### config.mk
export PLATFORM = sky130hd
export DESIGN_NAME = mem_ctrl
export DESIGN_NICKNAME = d
export VERILOG_FILES = /design/src/rtl/mem_ctrl.sv
export SDC_FILE = /design/constraint.sdc
export NUM_CORES = 1
export LEC_CHECK = 0
export CAP_MARGIN = 0
export CORE_MARGIN = 3
export CORE_UTILIZATION = 25
export CTS_CLUSTER_DIAMETER = 80
export DETAILED_ROUTE_END_ITERATION = 10
export GPL_ROUTABILITY_DRIVEN = 0
export HOLD_SLACK_MARGIN = 0.08
export MAX_ROUTING_LAYER = met4
export REMOVE_ABC_BUFFERS = 1
export SLEW_MARGIN = 25
export SYNTH_ARGS = -nofsm -noshare
export SYNTH_HDL_FRONTEND = slang
export SYNTH_SLANG_ARGS = --single-unit
### constraint.sdc
create_clock -name clk_in -period 17.6 [get_ports clk_in]
set_input_delay 1.76 -clock clk_in [delete_from_list [all_inputs] [get_ports clk_in]]
set_output_delay 1.76 -clock clk_in [all_outputs]
set_load 0.01 [all_outputs]
### src/rtl/mem_ctrl.sv
// mem_ctrl: sequencer for the single byte-wide RAM/IO port shared by instruction
// fetch (IF) and the load/store buffer (SLB). Multi-byte requests become one byte
// access per cycle; read bytes are assembled little-endian.
// Build macro MEM_CTRL_RR_ARB_EN: when defined, simultaneous requests are arbitrated
// round-robin (last-granted requester loses the tie, IF counts as last after reset);
// when undefined, the SLB wins every tie.
module mem_ctrl #(
    parameter int         ADDR_WIDTH = 32,
    parameter logic [1:0] IO_SEL     = 2'b11
) (
    input  logic                  clk_in,
    input  logic                  rst_in,
    input  logic                  rdy_in,
    input  logic                  flush,
    input  logic                  io_buffer_full,
    input  logic                  if_req,
    input  logic [ADDR_WIDTH-1:0] if_addr,
    output logic                  if_done,
    output logic [31:0]           if_rdata,
    input  logic                  slb_req,
    input  logic                  slb_wr,
    input  logic [1:0]            slb_size,
    input  logic [ADDR_WIDTH-1:0] slb_addr,
    input  logic [31:0]           slb_wdata,
    output logic                  slb_done,
    output logic [31:0]           slb_rdata,
    input  logic [7:0]            mem_din,
    output logic [7:0]            mem_dout,
    output logic [ADDR_WIDTH-1:0] mem_a,
    output logic                  mem_wr,
    output logic                  busy
);

    typedef enum logic [1:0] {
        IDLE,
        IF_RD,
        SLB_RD,
        SLB_WR
    } state_t;

    state_t state;
    state_t next_state;

    // Attributes of the granted transaction
    logic [ADDR_WIDTH-1:0] cur_addr;
    logic [2:0]            cur_n;
    logic [31:0]           cur_wdata;

    // Progress counters: bytes put on the bus and bytes captured from mem_din
    logic [2:0]            issue_cnt;
    logic [2:0]            recv_cnt;
    logic [2:0]            recv_total;

    // pipe1: a read address is on mem_a this cycle; pipe2: its byte is on mem_din
    logic                  pipe1;
    logic                  pipe2;
    logic [31:0]           acc;
    logic [31:0]           acc_next;

    logic                  if_ok;
    logic                  slb_ok;
    logic                  pick_if;
    logic                  pick_slb;
    logic                  grant_if;
    logic                  grant_slb;
    logic                  issue;
    logic [ADDR_WIDTH-1:0] iss_addr;
    logic                  iss_wr;
    logic [7:0]            iss_byte;
    logic [7:0]            cur_byte;
    logic                  capture;
    logic                  read_complete;
    logic                  finish;
    logic                  abort;
    logic                  cur_io;
    logic                  slb_io;

`ifdef MEM_CTRL_RR_ARB_EN
    logic                  last_if;
`endif

    function automatic logic [2:0] size_to_bytes(input logic [1:0] size);
        case (size)
            2'd0:    return 3'd1;
            2'd1:    return 3'd2;
            default: return 3'd4;
        endcase
    endfunction

    assign busy          = (state != IDLE);
    assign cur_io        = (cur_addr[17:16] == IO_SEL);
    assign slb_io        = (slb_addr[17:16] == IO_SEL);
    assign capture       = pipe2 && ((state == IF_RD) || (state == SLB_RD));
    assign recv_total    = recv_cnt + {2'b00, capture};
    assign read_complete = (recv_total == cur_n);

    // Decide who may be granted; a requester whose done pulse is showing is not re-granted
    always_comb begin
        if_ok  = if_req && !if_done && !flush;
        slb_ok = slb_req && !slb_done;
`ifdef MEM_CTRL_RR_ARB_EN
        pick_slb = slb_ok && (!if_ok || last_if);
`else
        pick_slb = slb_ok;
`endif
        pick_if = if_ok && !pick_slb;
    end

    // Select the store byte for the next issue and merge a captured byte into its lane
    always_comb begin
        case (issue_cnt[1:0])
            2'd0:    cur_byte = cur_wdata[7:0];
            2'd1:    cur_byte = cur_wdata[15:8];
            2'd2:    cur_byte = cur_wdata[23:16];
            default: cur_byte = cur_wdata[31:24];
        endcase
        acc_next = acc;
        if (capture) begin
            case (recv_cnt[1:0])
                2'd0:    acc_next[7:0]   = mem_din;
                2'd1:    acc_next[15:8]  = mem_din;
                2'd2:    acc_next[23:16] = mem_din;
                default: acc_next[31:24] = mem_din;
            endcase
        end
    end

    // Next-state logic: grants, byte issue, completion and fetch abort
    always_comb begin
        next_state = state;
        grant_if   = 1'b0;
        grant_slb  = 1'b0;
        issue      = 1'b0;
        iss_addr   = '0;
        iss_wr     = 1'b0;
        iss_byte   = 8'd0;
        finish     = 1'b0;
        abort      = 1'b0;
        case (state)
            IDLE: begin
                if (rdy_in) begin
                    if (pick_slb) begin
                        grant_slb  = 1'b1;
                        next_state = slb_wr ? SLB_WR : SLB_RD;
                        iss_addr   = slb_addr;
                        iss_wr     = slb_wr;
                        iss_byte   = slb_wdata[7:0];
                        issue      = !(slb_wr && slb_io && io_buffer_full);
                    end else if (pick_if) begin
                        grant_if   = 1'b1;
                        next_state = IF_RD;
                        iss_addr   = if_addr;
                        issue      = 1'b1;
                    end
                end
            end
            IF_RD, SLB_RD: begin
                if ((state == IF_RD) && flush) begin
                    abort      = 1'b1;
                    next_state = IDLE;
                end else if (rdy_in) begin
                    if (read_complete) begin
                        finish     = 1'b1;
                        next_state = IDLE;
                    end else if (issue_cnt < cur_n) begin
                        issue    = 1'b1;
                        iss_addr = cur_addr + ADDR_WIDTH'(issue_cnt);
                    end
                end
            end
            SLB_WR: begin
                if (rdy_in) begin
                    if (issue_cnt == cur_n) begin
                        finish     = 1'b1;
                        next_state = IDLE;
                    end else if (!(cur_io && io_buffer_full)) begin
                        issue    = 1'b1;
                        iss_wr   = 1'b1;
                        iss_addr = cur_addr + ADDR_WIDTH'(issue_cnt);
                        iss_byte = cur_byte;
                    end
                end
            end
            default: next_state = IDLE;
        endcase
    end

    // State register
    always_ff @(posedge clk_in or posedge rst_in) begin
        if (rst_in) begin
            state <= IDLE;
        end else begin
            state <= next_state;
        end
    end

`ifdef MEM_CTRL_RR_ARB_EN
    // Remember who was granted last so the other side wins the next tie
    always_ff @(posedge clk_in or posedge rst_in) begin
        if (rst_in) begin
            last_if <= 1'b1;
        end else if (grant_if) begin
            last_if <= 1'b1;
        end else if (grant_slb) begin
            last_if <= 1'b0;
        end
    end
`endif

    // Registered memory port: address/data only on issuing edges, zero otherwise
    always_ff @(posedge clk_in or posedge rst_in) begin
        if (rst_in) begin
            mem_a    <= '0;
            mem_dout <= 8'd0;
            mem_wr   <= 1'b0;
            pipe1    <= 1'b0;
            pipe2    <= 1'b0;
        end else begin
            mem_a    <= issue ? iss_addr : '0;
            mem_dout <= (issue && iss_wr) ? iss_byte : 8'd0;
            mem_wr   <= issue && iss_wr;
            pipe1    <= issue && !iss_wr;
            pipe2    <= pipe1 && !abort;
        end
    end

    // Transaction bookkeeping, read assembly and done pulses
    always_ff @(posedge clk_in or posedge rst_in) begin
        if (rst_in) begin
            cur_addr  <= '0;
            cur_n     <= 3'd0;
            cur_wdata <= 32'd0;
            issue_cnt <= 3'd0;
            recv_cnt  <= 3'd0;
            acc       <= 32'd0;
            if_done   <= 1'b0;
            slb_done  <= 1'b0;
            if_rdata  <= 32'd0;
            slb_rdata <= 32'd0;
        end else begin
            if_done  <= 1'b0;
            slb_done <= 1'b0;
            if (grant_slb || grant_if) begin
                cur_addr  <= grant_slb ? slb_addr : if_addr;
                cur_n     <= grant_slb ? size_to_bytes(slb_size) : 3'd4;
                cur_wdata <= grant_slb ? slb_wdata : 32'd0;
                issue_cnt <= issue ? 3'd1 : 3'd0;
                recv_cnt  <= 3'd0;
                acc       <= 32'd0;
            end else if (abort) begin
                issue_cnt <= 3'd0;
                recv_cnt  <= 3'd0;
                acc       <= 32'd0;
            end else begin
                if (issue) begin
                    issue_cnt <= issue_cnt + 3'd1;
                end
                if (capture) begin
                    recv_cnt <= recv_total;
                    acc      <= acc_next;
                end
                if (finish) begin
                    case (state)
                        IF_RD: begin
                            if_done  <= 1'b1;
                            if_rdata <= acc_next;
                        end
                        SLB_RD: begin
                            slb_done  <= 1'b1;
                            slb_rdata <= acc_next;
                        end
                        default: slb_done <= 1'b1;
                    endcase
                end
            end
        end
    end

endmodule
==> results_dict.tcl <==
set metrics [dict create \
    final_net_count 1180 \
    drv_cap 0 \
    slew_violations 0 \
    whs_path_depth 1 \
    end_kind "flop" \
    crit_path_cell_trace "clkdlybuf4s50_1 > nand2_1 > a21o_2 > buf_4 > o21ai_0 > nor2_1 > o22ai_1" \
    r2r-start "state[0]$_DFFE_PP0P_" \
    seq_area_frac_synth_pct 54.7 \
    cts.sinks 216 \
    cts-buffers-inserted 26 \
    rsz0062_at_grt "false" \
    status "finished, final reports clean" \
    slew_headroom_pct 37.1 \
    synthTopCellsByCount "216 x dfrtp_1, 87 x nand2_1, 54 x mux2_2, 39 x nor2_1, 36 x a22o_1" \
    clock_skew_ns 0.0119 \
    yosys_register_bits 216 \
    root_buffer "clkbuf_16" \
    start_util_pct 25.4 \
    leakage_nw 6.01 \
    vias_per_cell 4.69 \
    switching_share_pct 32.2 \
    clockBufferDepth 3 \
    htreeDepth 1 \
    avgSynthCellArea_um2 11.8 \
    powerDensity_nw_per_um2 127 \
    postCtsSetupBuffers 0 \
    critPathLaunch "rdy_in" \
    min_period_ns 4.25 \
    grt_pass1_vias 7710 \
    comb_power_share_pct 27.6 \
    ant_nets 0 \
    crit_slowest_cell "clkdlybuf4s50_1" \
    overflow 0 \
    io_buffers 221 \
    grt_antenna_before_repair 1 \
    critical_path_buf_inv_count 2 \
    min-delay-start "if_rdata[28]$_DFFE_PP0P_" \
    multiInputGateArea_um2 4210 \
    p_total_mw 1.71 \
    clk_pin_slew_worst_paths_ns 0.06 \
    syn_to_final_growth_pct 36.6 \
    p_clk_share_pct 31.8 \
    grt_use_total_pct 14.0 \
    rrSetupSlack_ns 13.77 \
    yosysMostFrequentCell "dfrtp_1" \
    max_slew.worst_pin.slew_ns 0.942 \
    synth_enable_flop_cells 0 \
    die_area_um2 41900 \
    hold_class "flop to flop" \
    num_vias 7432 \
    pin_count 222 \
    synth_area_um2 9880 \
    crit_family "buffers and inverters" \
    grt_pass1_wl_um 45000 \
    cts_resized 0 \
    synth_area_leaders "dfrtp_1 55%, mux2_2 6.2%, mux2_1 3.8%, nand2_1 3.3%, a22o_1 3.2%" \
    cp_max_fo 66 \
    fill_cells 3818 \
    rows 72 \
    drc_errors 0 \
    fmax_mhz 235 \
    path_class "input port to flop" \
    grt_max_degree 100 \
    drt-initial-drc-count 381 \
    ff_latch_area_um2 5410 \
    rr_endpoint "if_rdata[16]$_DFFE_PP0P_" \
    chipWidth_um 205 \
    p_int_mw 1.16 \
    irDropWorstVdd_v 0.0000587 \
    min_period_over_period_pct 24.2 \
    hold_violations 0 \
    min_to "if_rdata[28]$_DFFE_PP0P_" \
    dp_hpwl_um 20000 \
    async_reset_ff_share_pct 100 \
    yosys_warnings 0 \
    arrival_ns 4.61 \
    setup_viol 0 \
    cts_tree "yes" \
    syn_inst 837 \
    seq_power_share_pct 40.6 \
    drive_above_1_share_pct 12.1 \
    finalWirelength_um 28900 \
    netlist-cell-type-count 68 \
    crit_required_ns 17.96 \
    post_drt_wl_per_cell_um 18.2 \
    cts_hold_buf 0 \
    synth_top_area_share_pct 54.7 \
    ff2ff_path_depth 11 \
    dr.pass1.iters 4 \
    synth_area_leader_cell "dfrtp_1" \
    tns_ns 0 \
    p_switching_uw 550 \
    clock_latency_ns 0.53 \
    ys.flop_type "dfrtp_1" \
    core-area_um2 38800 \
    slowest_delay_ns 0.60 \
    die_h_um 205 \
    critPathLaunchType "input port" \
]
-- per-layer routing --
layer	vias to the layer above	track usage (%)	share of wire, %
met2	208	22.0	47
met1	3730	18.9	46
met3	32	2.48	5.4
met5	-	-	0
met4	0	3.19	1.7
li1	3462	-	-
-- worst reg2reg max path: cells and delay by family, from the launching register on --
family	cells	cell delay (ns)
buf+inv	2	0.23
mux	1	0.43
simple gates	3	1.36
xor+xnor	1	0.18
compound gates	1	0.26
flops	1	0.38
fa+ha+maj	3	0.87
-- sequential cells by signal (all words and copies together), names as in the netlist --
name       count
recv_cnt       3
mem_wr         1
pipe1          1
mem_a         32
if_rdata      32
acc           32
state          2
slb_rdata     32
cur_n          3
mem_dout       8
cur_addr      32
if_done        1
slb_done       1
pipe2          1
cur_wdata     32
issue_cnt      3
-- metrics by stage --
stage / std cells / worst slack (ns) / utilization, % / hold WS [ns] / cell area (µm²)
3_5_place_dp: 1536 / 12.76 / 32.4 / 0.474 / 12600
5_1_grt: 1585 / 13.09 / 34.8 / 0.500 / 13500
3_3_place_gp: 1536 / 12.88 / 32.4 / 0.470 / 12600
6_report: 1585 / 13.35 / 34.8 / 0.484 / 13500
4_1_cts: 1582 / 13.33 / 34.6 / 0.487 / 13400
2_1_floorplan: 792 / 9.93 / - / 0.428 / 9640
-- kinds of logic (layout without fill, tap and decap cells) --
| logic type | count (synthesis) | after routing | share of synthesized area [%] |
|---|---|---|---|
| fa+ha+maj | 18 | 18 | 2.36 |
| other cells | 0 | 1 | 0 |
| flops | 216 | 216 | 54.7 |
| mux | 97 | 97 | 11.4 |
| simple gates | 247 | 247 | 13.1 |
| buf+inv | 61 | 290 | 2.99 |
| xor+xnor | 29 | 29 | 2.72 |
| compound gates | 169 | 169 | 12.7 |
-- power groups by stage --
stage	clock, mW	sequential, mW	combinational, mW
floorplan	0	0.686	0.290
global placement	0	0.697	0.465
detailed placement	0	0.699	0.475
CTS	0.561	0.692	0.478
global route	0.581	0.708	0.527
finish	0.544	0.693	0.472
-- area by class of cell --
class                           instances  area share [%]
Timing Repair Buffer                  228            17.0
Tap cell                              518            4.80
Inverter                               16           0.501
Sequential cell                       216            40.1
Multi-Input combinational cell        560            31.2
Clock inverter                          8           0.714
Antenna cell                            1          0.0185
Clock buffer                           38            5.76
-- cell usage in the layout (no fill, tap or decap), drive strengths merged, types with 13 or more instances in the layout --
master / n
o21ai: 26
and2: 37
clkdlybuf4s50: 221
nand3: 21
ha: 17
a22o: 36
xnor2: 19
a2bb2oi: 13
clkbuf: 38
mux2: 96
nor2: 42
inv: 16
a22oi: 35
nand2: 87
a21oi: 15
dfrtp: 216
-- worst max path at each step --
stage | slack [ns] | cells after the start | endpoint
6_report | 13.35 | 7 | mem_a[13]$_DFF_PP0_
3_5_place_dp | 12.76 | 7 | mem_dout[6]$_DFF_PP0_
5_1_grt | 13.09 | 7 | mem_a[4]$_DFF_PP0_
2_1_floorplan | 9.93 | 1 | acc[0]$_DFFE_PP0P_
4_1_cts | 13.33 | 7 | mem_a[13]$_DFF_PP0_
3_3_place_gp | 12.88 | 6 | slb_rdata[12]$_DFFE_PP0P_
(Power assumes the default switching activity.)
